===== src/rtl/prio_heap_if.sv =====
// -----------------------------------------------------------------------------
// prio_heap_if : command/result bundle of the prio_heap priority queue.
//
// Parameters KEY_BITS / TAG_BITS / DEPTH_LOG must match the attached prio_heap.
//
// Signals (direction seen from the heap, i.e. the slave modport):
//   cmd      in   2            0 NOOP, 1 PUSH, 2 POP, 3 REPLACE
//   din      in   KEY_BITS     key for PUSH/REPLACE
//   din_tag  in   TAG_BITS     payload for PUSH/REPLACE
//   check    in   1            start a heap-property scan (HEAP_CHECK_EN builds)
//   dout     out  KEY_BITS     current minimum key, 0 when empty
//   dout_tag out  TAG_BITS     payload of the minimum, 0 when empty
//   ready    out  1            heap idle, command will be sampled
//   full     out  1            count == capacity
//   empty    out  1            count == 0
//   count    out  DEPTH_LOG+1  occupancy
//   reject   out  1            one-cycle pulse for an illegal command
//   error    out  1            sticky heap-violation flag
// -----------------------------------------------------------------------------
interface prio_heap_if #(
    parameter int KEY_BITS  = 4,
    parameter int TAG_BITS  = 4,
    parameter int DEPTH_LOG = 3
);
    logic [1:0]           cmd;
    logic [KEY_BITS-1:0]  din;
    logic [TAG_BITS-1:0]  din_tag;
    logic                 check;
    logic [KEY_BITS-1:0]  dout;
    logic [TAG_BITS-1:0]  dout_tag;
    logic                 ready;
    logic                 full;
    logic                 empty;
    logic [DEPTH_LOG:0]   count;
    logic                 reject;
    logic                 error;

    modport master (
        output cmd, din, din_tag, check,
        input  dout, dout_tag, ready, full, empty, count, reject, error
    );

    modport slave (
        input  cmd, din, din_tag, check,
        output dout, dout_tag, ready, full, empty, count, reject, error
    );
endinterface


===== src/rtl/prio_heap.sv =====
// -----------------------------------------------------------------------------
// prio_heap : min-heap priority queue of 2**DEPTH_LOG {key, tag} entries.
// Smaller key = higher priority; the tag rides along and is never compared.
// Commands PUSH, POP and REPLACE (pop-min + push) are accepted only while
// ready; each walks the heap with at most one array read per cycle.
//
// Ports:
//   clock_i  in  1   single clock, rising edge
//   reset_i  in  1   synchronous, active-high; abandons any operation
//   bus      slave modport of prio_heap_if (command inputs, status outputs)
//
// Optional feature: define HEAP_CHECK_EN to add the heap-property scan
// (check input, sticky error output). Without it check is ignored and
// error is tied low.
// -----------------------------------------------------------------------------
module prio_heap #(
    parameter int KEY_BITS  = 4,
    parameter int TAG_BITS  = 4,
    parameter int DEPTH_LOG = 3
) (
    input  logic        clock_i,
    input  logic        reset_i,
    prio_heap_if.slave  bus
);
    localparam int WORDS = 1 << DEPTH_LOG;
    localparam int EW    = KEY_BITS + TAG_BITS;
    localparam int AW    = DEPTH_LOG;
    // Two spare index bits so child indices past the array still compare large.
    localparam int IW    = DEPTH_LOG + 2;

    localparam logic [1:0]         CMD_NOOP    = 2'd0;
    localparam logic [1:0]         CMD_PUSH    = 2'd1;
    localparam logic [1:0]         CMD_POP     = 2'd2;
    localparam logic [1:0]         CMD_REPLACE = 2'd3;
    localparam logic [DEPTH_LOG:0] FULL_CNT    = (DEPTH_LOG+1)'(WORDS);
    localparam logic [DEPTH_LOG:0] CNT_ONE     = (DEPTH_LOG+1)'(1);
    localparam logic [IW-1:0]      IDX_ONE     = IW'(1);
    localparam logic [AW-1:0]      ADDR_ONE    = AW'(1);

    typedef enum logic [2:0] {
        S_IDLE     = 3'd0,
        S_PUSH_RD  = 3'd1,
        S_PUSH_CMP = 3'd2,
        S_POP_RDL  = 3'd3,
        S_POP_RDR  = 3'd4,
        S_POP_CMP  = 3'd5
`ifdef HEAP_CHECK_EN
        ,
        S_CHK_RD   = 3'd6,
        S_CHK_CMP  = 3'd7
`endif
    } state_t;

    function automatic logic [KEY_BITS-1:0] key_of(input logic [EW-1:0] e);
        return e[EW-1:TAG_BITS];
    endfunction

    state_t              state_q, state_d;
    logic [DEPTH_LOG:0]  count_q, count_d;
    logic [IW-1:0]       posn_q, posn_d;
    logic [EW-1:0]       h0_q, h0_d;     // entry being sifted
    logic [EW-1:0]       h1_q, h1_d;     // parent / left child
    logic [EW-1:0]       h2_q, h2_d;     // right child
    logic                reject_q, reject_d;
    logic [EW-1:0]       h_q [WORDS];

    logic                wr_en_s;
    logic [AW-1:0]       wr_addr_s;
    logic [EW-1:0]       wr_data_s;
    logic [AW-1:0]       rd_addr_s;
    logic [EW-1:0]       rd_data_s;
    logic [IW-1:0]       parent_s, left_s, right_s, count_ext_s, child_idx_s;
    logic                left_ok_s, right_ok_s, take_left_s, have_child_s;
    logic [EW-1:0]       child_s;

`ifdef HEAP_CHECK_EN
    logic                error_q, error_d;
`else
    logic                unused_check_s;
    assign unused_check_s = bus.check;
`endif

    assign parent_s    = (posn_q - IDX_ONE) >> 1;
    assign left_s      = {posn_q[IW-2:0], 1'b0} + IDX_ONE;
    assign right_s     = left_s + IDX_ONE;
    assign count_ext_s = {1'b0, count_q};

    // A child exists only below the (already decremented) occupancy.
    assign left_ok_s    = left_s < count_ext_s;
    assign right_ok_s   = right_s < count_ext_s;
    assign take_left_s  = left_ok_s && (!right_ok_s || (key_of(h1_q) <= key_of(h2_q)));
    assign have_child_s = left_ok_s || right_ok_s;
    assign child_s      = take_left_s ? h1_q : h2_q;
    assign child_idx_s  = take_left_s ? left_s : right_s;

    assign rd_data_s = h_q[rd_addr_s];

    // Single array read address, chosen by the current state only.
    always_comb begin
        rd_addr_s = {AW{1'b0}};
        case (state_q)
            S_IDLE:    rd_addr_s = count_q[AW-1:0] - ADDR_ONE;  // last entry for POP
            S_PUSH_RD: rd_addr_s = parent_s[AW-1:0];
            S_POP_RDL: rd_addr_s = left_s[AW-1:0];
            S_POP_RDR: rd_addr_s = right_s[AW-1:0];
`ifdef HEAP_CHECK_EN
            S_CHK_RD:  rd_addr_s = parent_s[AW-1:0];
            S_CHK_CMP: rd_addr_s = posn_q[AW-1:0];
`endif
            default:   rd_addr_s = {AW{1'b0}};
        endcase
    end

    // Next-state, datapath and array-write decisions.
    always_comb begin
        state_d   = state_q;
        count_d   = count_q;
        posn_d    = posn_q;
        h0_d      = h0_q;
        h1_d      = h1_q;
        h2_d      = h2_q;
        reject_d  = 1'b0;
        wr_en_s   = 1'b0;
        wr_addr_s = posn_q[AW-1:0];
        wr_data_s = h0_q;
`ifdef HEAP_CHECK_EN
        error_d   = error_q;
`endif
        case (state_q)
            S_IDLE: begin
                case (bus.cmd)
                    CMD_PUSH: begin
                        if (count_q == FULL_CNT) begin
                            reject_d = 1'b1;
                        end else begin
                            posn_d  = {1'b0, count_q};
                            h0_d    = {bus.din, bus.din_tag};
                            count_d = count_q + CNT_ONE;
                            state_d = S_PUSH_RD;
                        end
                    end
                    CMD_POP: begin
                        if (count_q == {(DEPTH_LOG+1){1'b0}}) begin
                            reject_d = 1'b1;
                        end else begin
                            // Move the last entry to the root, then sift it down.
                            count_d   = count_q - CNT_ONE;
                            h0_d      = rd_data_s;
                            wr_en_s   = 1'b1;
                            wr_addr_s = {AW{1'b0}};
                            wr_data_s = rd_data_s;
                            posn_d    = {IW{1'b0}};
                            state_d   = S_POP_RDL;
                        end
                    end
                    CMD_REPLACE: begin
                        if (count_q == {(DEPTH_LOG+1){1'b0}}) begin
                            reject_d = 1'b1;
                        end else begin
                            h0_d      = {bus.din, bus.din_tag};
                            wr_en_s   = 1'b1;
                            wr_addr_s = {AW{1'b0}};
                            wr_data_s = {bus.din, bus.din_tag};
                            posn_d    = {IW{1'b0}};
                            state_d   = S_POP_RDL;
                        end
                    end
                    CMD_NOOP: begin
`ifdef HEAP_CHECK_EN
                        if (bus.check) begin
                            error_d = 1'b0;
                            posn_d  = IDX_ONE;
                            state_d = S_CHK_RD;
                        end else begin
                            state_d = S_IDLE;
                        end
`else
                        state_d = S_IDLE;
`endif
                    end
                    default: state_d = S_IDLE;
                endcase
            end
            S_PUSH_RD: begin
                h1_d    = rd_data_s;
                state_d = S_PUSH_CMP;
            end
            S_PUSH_CMP: begin
                wr_en_s = 1'b1;
                // Equal keys stop the climb, keeping insertion order stable-ish.
                if ((posn_q == {IW{1'b0}}) || (key_of(h1_q) <= key_of(h0_q))) begin
                    wr_data_s = h0_q;
                    state_d   = S_IDLE;
                end else begin
                    wr_data_s = h1_q;
                    posn_d    = parent_s;
                    state_d   = S_PUSH_RD;
                end
            end
            S_POP_RDL: begin
                h1_d    = rd_data_s;
                state_d = S_POP_RDR;
            end
            S_POP_RDR: begin
                h2_d    = rd_data_s;
                state_d = S_POP_CMP;
            end
            S_POP_CMP: begin
                wr_en_s = 1'b1;
                if (have_child_s && (key_of(child_s) < key_of(h0_q))) begin
                    wr_data_s = child_s;
                    posn_d    = child_idx_s;
                    state_d   = S_POP_RDL;
                end else begin
                    wr_data_s = h0_q;
                    state_d   = S_IDLE;
                end
            end
`ifdef HEAP_CHECK_EN
            S_CHK_RD: begin
                if (posn_q >= count_ext_s) begin
                    state_d = S_IDLE;
                end else begin
                    h1_d    = rd_data_s;
                    state_d = S_CHK_CMP;
                end
            end
            S_CHK_CMP: begin
                if (key_of(rd_data_s) < key_of(h1_q)) begin
                    error_d = 1'b1;
                    state_d = S_IDLE;
                end else begin
                    posn_d  = posn_q + IDX_ONE;
                    state_d = S_CHK_RD;
                end
            end
`endif
            default: state_d = S_IDLE;
        endcase
    end

    // State registers and heap storage with synchronous reset.
    always_ff @(posedge clock_i) begin
        if (reset_i) begin
            state_q  <= S_IDLE;
            count_q  <= {(DEPTH_LOG+1){1'b0}};
            posn_q   <= {IW{1'b0}};
            h0_q     <= {EW{1'b0}};
            h1_q     <= {EW{1'b0}};
            h2_q     <= {EW{1'b0}};
            reject_q <= 1'b0;
            for (int i = 0; i < WORDS; i++) begin
                h_q[i] <= {EW{1'b0}};
            end
        end else begin
            state_q  <= state_d;
            count_q  <= count_d;
            posn_q   <= posn_d;
            h0_q     <= h0_d;
            h1_q     <= h1_d;
            h2_q     <= h2_d;
            reject_q <= reject_d;
            if (wr_en_s) begin
                h_q[wr_addr_s] <= wr_data_s;
            end
        end
    end

`ifdef HEAP_CHECK_EN
    // Sticky heap-violation flag.
    always_ff @(posedge clock_i) begin
        if (reset_i) begin
            error_q <= 1'b0;
        end else begin
            error_q <= error_d;
        end
    end
    assign bus.error = error_q;
`else
    assign bus.error = 1'b0;
`endif

    assign bus.ready    = (state_q == S_IDLE);
    assign bus.full     = (count_q == FULL_CNT);
    assign bus.empty    = (count_q == {(DEPTH_LOG+1){1'b0}});
    assign bus.count    = count_q;
    assign bus.reject   = reject_q;
    assign bus.dout     = bus.empty ? {KEY_BITS{1'b0}} : key_of(h_q[0]);
    assign bus.dout_tag = bus.empty ? {TAG_BITS{1'b0}} : h_q[0][TAG_BITS-1:0];
endmodule


===== src/flat_wrapper.sv =====
// flat-port wrapper written by rule: the top's interface ports become plain ports
module prio_heap_flat 
#(
    parameter int KEY_BITS  = 4,
    parameter int TAG_BITS  = 4,
    parameter int DEPTH_LOG = 3
)
  (clock_i, reset_i, bus_cmd, bus_din, bus_din_tag, bus_check, bus_dout, bus_dout_tag, bus_ready, bus_full, bus_empty, bus_count, bus_reject, bus_error);
  prio_heap_if #(.KEY_BITS(KEY_BITS), .TAG_BITS(TAG_BITS), .DEPTH_LOG(DEPTH_LOG)) bus_i ();
  input  logic clock_i;
  input  logic reset_i;
  input wire logic [$bits(bus_i.cmd)-1:0] bus_cmd;
  input wire logic [$bits(bus_i.din)-1:0] bus_din;
  input wire logic [$bits(bus_i.din_tag)-1:0] bus_din_tag;
  input wire logic [$bits(bus_i.check)-1:0] bus_check;
  output wire logic [$bits(bus_i.dout)-1:0] bus_dout;
  output wire logic [$bits(bus_i.dout_tag)-1:0] bus_dout_tag;
  output wire logic [$bits(bus_i.ready)-1:0] bus_ready;
  output wire logic [$bits(bus_i.full)-1:0] bus_full;
  output wire logic [$bits(bus_i.empty)-1:0] bus_empty;
  output wire logic [$bits(bus_i.count)-1:0] bus_count;
  output wire logic [$bits(bus_i.reject)-1:0] bus_reject;
  output wire logic [$bits(bus_i.error)-1:0] bus_error;
  assign bus_i.cmd = bus_cmd;
  assign bus_i.din = bus_din;
  assign bus_i.din_tag = bus_din_tag;
  assign bus_i.check = bus_check;
  assign bus_dout = bus_i.dout;
  assign bus_dout_tag = bus_i.dout_tag;
  assign bus_ready = bus_i.ready;
  assign bus_full = bus_i.full;
  assign bus_empty = bus_i.empty;
  assign bus_count = bus_i.count;
  assign bus_reject = bus_i.reject;
  assign bus_error = bus_i.error;
  prio_heap #(.KEY_BITS(KEY_BITS), .TAG_BITS(TAG_BITS), .DEPTH_LOG(DEPTH_LOG)) u_core (.clock_i(clock_i), .reset_i(reset_i), .bus(bus_i));
endmodule

===== config.mk =====
export PLATFORM = sky130hd
export DESIGN_NAME = prio_heap_flat
export DESIGN_NICKNAME = d
export VERILOG_FILES = /design/src/rtl/prio_heap_if.sv /design/src/rtl/prio_heap.sv /design/src/flat_wrapper.sv
export SDC_FILE = /design/constraint.sdc
export NUM_CORES = 1
export LEC_CHECK = 0
export CAP_MARGIN = 5
export CELL_PAD_IN_SITES_DETAIL_PLACEMENT = 1
export CELL_PAD_IN_SITES_GLOBAL_PLACEMENT = 1
export CORE_UTILIZATION = 43
export CTS_CLUSTER_DIAMETER = 80
export DETAILED_ROUTE_END_ITERATION = 6
export GPL_TIMING_DRIVEN = 0
export PLACE_DENSITY = 0.73
export SYNTH_ARGS = -nofsm -noshare
export SYNTH_HDL_FRONTEND = slang
export SYNTH_SLANG_ARGS = --single-unit

===== constraint.sdc =====
create_clock -name clock_i -period 6.85 [get_ports clock_i]
set_clock_uncertainty 0.05 [all_clocks]
set_input_delay 1.0275 -clock clock_i [delete_from_list [all_inputs] [get_ports clock_i]]
set_output_delay 1.0275 -clock clock_i [all_outputs]
set_load 0.01 [all_outputs]

==> impl_metrics.json, run 1 <==
{
  "grtUsageTotal_pct": 27.82,
  "fin_crit_sh_pct": 92.01,
  "place_area_sq_um": 6449,
  "mostFrequentLayoutCell": "nor2_1",
  "io_buffer_count": 27,
  "overflow": 0,
  "seq_area_sq_um": 2663,
  "path_max_fanout": 10,
  "syn_area_per_cell_sq_um": 9.865,
  "yosys_warnings": 0,
  "core_area_sq_um": 13400,
  "status": "finished, final reports clean",
  "vias": 4991,
  "dieArea_sq_um": 14330,
  "grt_pass1_vias": 5162,
  "leakage_uw": 0.002477,
  "initial_core_util_pct": 44.46,
  "synth_cell_types": 69,
  "p_per_area_nw_per_um2": 408.6,
  "clkLatencyLatePin_ns": 0.36,
  "n_fill_cell": 1521,
  "fmax_ghz": 0.1587,
  "syn_area_sq_um": 5958,
  "clock_sinks": 101,
  "crit_path_start_kind": "flop",
  "hold_path_class": "reg2reg",
  "worstSetupPathType": "reg2reg",
  "cap_viol_max_count": 0,
  "ys_seq_elements": 101,
  "first_iter_violations": 281,
  "fin_crit_ns": 6.302,
  "peakVddDrop_mv": 0.1808,
  "syn_inst": 604,
  "rsz0062_at_grt": "false",
  "finalSetupTns_ns": 0,
  "fin_ws_ns": 0.5475,
  "die_y_um": 119.7,
  "setup_viol": 0,
  "nets": 678,
  "drtAntennaViolNets": 0,
  "hpwl_mm": 13.86,
  "dp_slack_ns": 0.6161,
  "wire_per_inst_um": 23.15,
  "synth.yosys.seq_area_share_pct": 44.69,
  "drc": 0,
  "async_flop_share_pct": 0,
  "multi_input_area_sq_um": 3059,
  "io_pins": 30,
  "drt_pass1_iterations": 5,
  "cts.htree.levels": 3,
  "fp-row-count": 42,
  "viasPerCell": 6.064,
  "hold_depth": 2,
  "grt_pass1_wl_mm": 29.35,
  "final_max_slew_viol_count": 0,
  "post_cts_resized": 0,
  "slew_headroom_pct": 15.90,
  "hold_violations": 0,
  "drive_above_1_share_pct": 6.801,
  "cts_setup_buffers": 0,
  "rr_worst_depth": 19,
  "root_buffer": "clkbuf_16",
  "clkTransAtPathRegs_ns": 0.07,
  "drt_wl_total_mm": 19.05,
  "cts_made_buffers": 9,
  "cts_tree": "built",
  "postCtsHoldBufs": 0,
  "syn_nets": 640,
  "required_ns": 6.89,
  "area_growth_pct": 13.04,
  "cts_buffer_depth": 2,
  "worstMarginPinSlew_ns": 1.252,
  "grt_max_degree": 19,
  "fin_util_pct": 50.26,
  "globalplace.congestion": 0.8477,
  "antenna_cells": 0,
  "synth_edf_count": 64,
  "antenna_found_initial": 0,
  "total_power_uw": 2752,
  "die_w_um": 119.7,
  "end_kind": "flop",
  "fin_area_sq_um": 6735,
  "worstPathArrival_ns": 6.34,
  "synth_flop_cell": "edfxtp_1",
  "final_cell_mix": "106 x nor2_1, 64 x edfxtp_1, 62 x mux2i_1, 37 x dfxtp_1, 28 x nand2_1"
}
sequential cells by signal, indices dropped and copies added, names as in the netlist:
register and flops:
u_core.h_q 64, u_core.h0_q 8, u_core.h1_q 8, u_core.h2_q 8, u_core.posn_q 5, u_core.bus.count 4, u_core.state_q 3, u_core.bus.reject 1
synthesized netlist by cell type, types with 2 or more instances:
master | number | share of area (%)
nand2_1 | 28 | 1.8
and3_1 | 2 | 0.21
o211ai_1 | 8 | 1.0
nor2_1 | 106 | 6.7
a2111oi_0 | 4 | 0.59
dfxtp_1 | 37 | 12
a221oi_1 | 9 | 1.3
nor4b_1 | 2 | 0.29
a21o_1 | 8 | 1.0
ha_1 | 22 | 4.6
nor2b_1 | 14 | 1.5
a211oi_1 | 27 | 3.4
clkbuf_1 | 26 | 1.6
buf_2 | 9 | 0.76
o21ai_0 | 10 | 0.84
edfxtp_1 | 64 | 32
and2_1 | 2 | 0.21
inv_1 | 22 | 1.4
o21a_1 | 3 | 0.38
a21oi_4 | 5 | 1.4
or3_1 | 7 | 0.73
nor3b_1 | 2 | 0.25
a222oi_1 | 2 | 0.34
nor3_1 | 9 | 0.76
nand4_1 | 2 | 0.21
xor2_1 | 5 | 0.73
nor3b_2 | 2 | 0.42
mux2i_1 | 62 | 10
nand3_1 | 7 | 0.59
or2_2 | 2 | 0.21
nand2b_1 | 17 | 1.8
o221a_2 | 2 | 0.38
a311oi_1 | 3 | 0.44
a21boi_0 | 2 | 0.25
o32a_1 | 2 | 0.34
o22ai_1 | 7 | 0.73
a21oi_1 | 25 | 2.1
xnor2_1 | 5 | 0.73
nor4_1 | 3 | 0.32
worst paths after layout:
| kind | end | slack, ns | start |
|---|---|---|---|
| max | u_core.h_q[2][5] | 0.55 | u_core.posn_q[0] |
| min | u_core.posn_q[4] | 0.44 | u_core.posn_q[4] |
| min reg2reg | u_core.posn_q[4] | 0.44 | u_core.posn_q[4] |
| max reg2reg | u_core.h_q[2][5] | 0.55 | u_core.posn_q[0] |
routing by layer:
layer  up-vias  track usage (%)  part of all wire [%]
met5         -                0                     0
met4         0            12.03                   3.8
met3        42            5.846                   5.9
met2       150            46.75                    48
met1      2514            34.42                    43
li1       2285                -                     -
metrics by stage:
stage               hold slack, ns  cells
floorplan                   0.4015    604
global placement            0.4165    807
detailed placement          0.4278    807
CTS                         0.4369    823
global route                0.4740    823
finish                      0.4417    823
cell type report:
| class | instances | share of cell area [%] |
|---|---|---|
| buffer | 37 | 2.285 |
| clock inverter | 7 | 0.9103 |
| sequential | 101 | 39.53 |
| inverter | 22 | 1.226 |
| timing repair buffer | 27 | 4.013 |
| multi-input combinational | 444 | 45.42 |
| tap | 176 | 3.270 |
| clock buffer | 9 | 3.344 |
worst max-delay path, cell delays in order, from the launching register on:
cell       delay (ns)
dfxtp_1          0.39
clkbuf_1         0.39
inv_1            0.24
ha_1             0.45
ha_1             0.31
o21ai_0          0.08
a21oi_1          0.23
nor4b_1          0.11
nor2_1           0.21
buf_1            0.70
mux2i_1          0.43
inv_1            0.08
ha_1             0.30
nand2_1          0.09
nor2_1           0.14
a2111oi_2        0.07
o2111ai_1        0.88
nand2b_1         0.22
o2111a_1         0.53
nor2_1           0.11
cells by family (layout without fill, tap and decap cells):
family / after synthesis / after routing / share of synthesized area [%]
and+or+nand+nor: 213 / 213 / 17.07
other: 1 / 1 / 0.06294
xor gates and xnor gates: 10 / 10 / 1.470
adders and majority gates: 23 / 23 / 4.956
muxes: 63 / 63 / 10.60
AOI/OAI and AO/OA: 134 / 134 / 17.18
buffers and inverters: 59 / 102 / 3.969
DFF: 101 / 101 / 44.69
report_power, final:
group | switching (uW) | internal [uW] | leakage, uW
combinational | 945 | 522 | 0.00137
clock | 254 | 253 | 0.000138
sequential | 61.2 | 717 | 0.000965
No activity file was read; power rests on OpenSTA's default activity.
==> run 2: changes to the inputs <==
CORE_ASPECT_RATIO = 1.2   (was not set)
clock period = 8.1 ns   (was 6.85 ns; I/O delays follow)
==> run 2 against run 1 <==
Against the previous run: critical path depth did not move; non-clock buffer count is the same; flip-flop and latch count unchanged; clock power down 15%; sequential share of layout area is essentially flat; cell count is 0.97% lower; clock-buffer cell count up 1; first-iteration DRC count is 14% lower.
==> impl_metrics.json, run 2 (same netlist as run 1, synthesis figures left out) <==
{
  "wire_per_inst_um": 22.95,
  "cts_made_buffers": 9,
  "rr_worst_depth": 19,
  "core_area_sq_um": 13350,
  "drt_pass1_iterations": 4,
  "finalSetupTns_ns": 0,
  "cts.htree.levels": 3,
  "r2r_slack_ns": 1.91,
  "dieArea_sq_um": 14330,
  "worstHoldStart": "u_core.posn_q[4]",
  "post_cts_resized": 0,
  "hpwl_mm": 13.91,
  "crit_path_start_kind": "flop",
  "status": "finished, final reports clean",
  "worstSetupPathType": "reg2reg",
  "required_ns": 8.15,
  "path_max_fanout": 10,
  "fp-row-count": 46,
  "leakage_uw": 0.002473,
  "total_power_uw": 2314,
  "reg2reg_to": "u_core.h_q[1][7]",
  "cpPeakStageDelay_ns": 0.85,
  "final_max_slew_viol_count": 0,
  "globalplace.congestion": 0.8407,
  "antenna_found_initial": 0,
  "hold_violations": 0,
  "p_per_area_nw_per_um2": 343.9,
  "end_kind": "flop",
  "io_buffer_count": 27,
  "hold_path_class": "reg2reg",
  "rsz0062_at_grt": "false",
  "vias": 4874,
  "clock_sinks": 101,
  "peakVddDrop_mv": 0.1957,
  "setup_viol": 0,
  "fin_crit_ns": 6.191,
  "clkTransAtPathRegs_ns": 0.08,
  "grt_pass1_wl_mm": 28.97,
  "overflow": 0,
  "drive_above_1_share_pct": 6.801,
  "largest_reg_flops": 64,
  "mostFrequentLayoutCell": "nor2_1",
  "drtAntennaViolNets": 0,
  "initial_core_util_pct": 44.62,
  "grt_max_degree": 19,
  "cts_setup_buffers": 0,
  "grt_pass1_vias": 5163,
  "worstPathArrival_ns": 6.24,
  "critPathCapture": "u_core.h_q[1][7]",
  "io_pins": 30,
  "nets": 678,
  "area_growth_pct": 12.91,
  "viasPerCell": 5.980,
  "r2r_start": "u_core.posn_q[0]",
  "die_y_um": 130.9,
  "cpMaxStageDelayCell": "o2111ai_1",
  "worstSetupStartpoint": "u_core.posn_q[0]",
  "postCtsHoldBufs": 0,
  "final_cell_mix": "106 x nor2_1, 64 x edfxtp_1, 62 x mux2i_1, 37 x dfxtp_1, 28 x nand2_1",
  "regMostFlops": "u_core.h_q",
  "antenna_cells": 0,
  "fmax_ghz": 0.1615,
  "worstMarginPinSlew_ns": 1.072,
  "cap_viol_max_count": 0,
  "cp_cell_sequence": "clkbuf_1 > inv_1 > ha_1 > ha_1 > o21ai_0 > a21oi_1 > nor4b_1 > nor2_1 > buf_1 > mux2i_1 > inv_1 > ha_1 > nand2_1 > nor2_1 > a2111oi_2 > o2111ai_1 > o21ai_0 > o211ai_2 > nor2_1",
  "fin_crit_sh_pct": 76.43,
  "cts_tree": "built",
  "root_buffer": "clkbuf_16",
  "drc": 0,
  "slew_headroom_pct": 28.01,
  "first_iter_violations": 242,
  "drt_wl_total_mm": 18.70,
  "clkLatencyLatePin_ns": 0.37,
  "die_w_um": 109.5,
  "grtUsageTotal_pct": 27.95,
  "cts_buffer_depth": 2
}
[run 2: cell count changes in the layout (fill, tap and decap cells not counted), sizes merged]
cell / before / now
clkbuf: 35 / 36
clkinv: 4 / 3
inv: 24 / 23
clkinvlp: 1 / 2
[run 2: final cells by class]
type / count / area [sq um]
clock buffer: 10 / 229.0
multi-input combinational: 444 / 3059
fill: 1521 / 6625
timing repair buffer: 27 / 270.3
clock inverter: 6 / 60.06
inverter: 22 / 82.58
buffer: 37 / 153.9
tap: 168 / 210.2
sequential: 101 / 2663
[run 2: worst min path at each step]
stage / slack [ns] / end / cells after the start
finish: 0.44 / u_core.posn_q[4] / 2
global route: 0.47 / u_core.posn_q[4] / 2
CTS: 0.44 / u_core.posn_q[4] / 2
detailed placement: 0.43 / u_core.posn_q[4] / 2
global placement: 0.42 / u_core.posn_q[4] / 2
floorplan: 0.40 / u_core.posn_q[4] / 2
[run 2: critical path: cells and delay by family, from the launching register on]
kind | cells | cell delay [ns]
compound gates | 6 | 2.04
fa+ha+maj | 3 | 1.05
buf+inv | 4 | 1.38
flops | 1 | 0.39
mux | 1 | 0.37
simple gates | 5 | 0.64
[run 2: metrics by stage]
stage / util (%) / instances / worst slack, ns / instance area (sq um) / hold WS, ns
after CTS: 50.38 / 815 / 1.938 / 6728 / 0.4395
final: 50.38 / 815 / 1.909 / 6728 / 0.4378
after global routing: 50.38 / 815 / 1.487 / 6728 / 0.4705
after detailed placement: 48.22 / 799 / 1.960 / 6439 / 0.4261
after floorplan: - / 604 / 3.567 / 5958 / 0.4015
after global placement: 48.22 / 799 / 2.157 / 6439 / 0.4206
[run 2: per-layer routing]
metal	share of wire [%]	routed length, um	track usage [%]
met2	51	9535	49.24
met4	4.2	786	16.31
met3	3.6	671	3.274
met1	41	7709	32.61
met5	0	0	0
[run 2: report_power, final]
group / switching [uW] / internal, uW
clock network: 216 / 215
registers: 52.3 / 607
logic: 783 / 442
total: 1050 / 1260
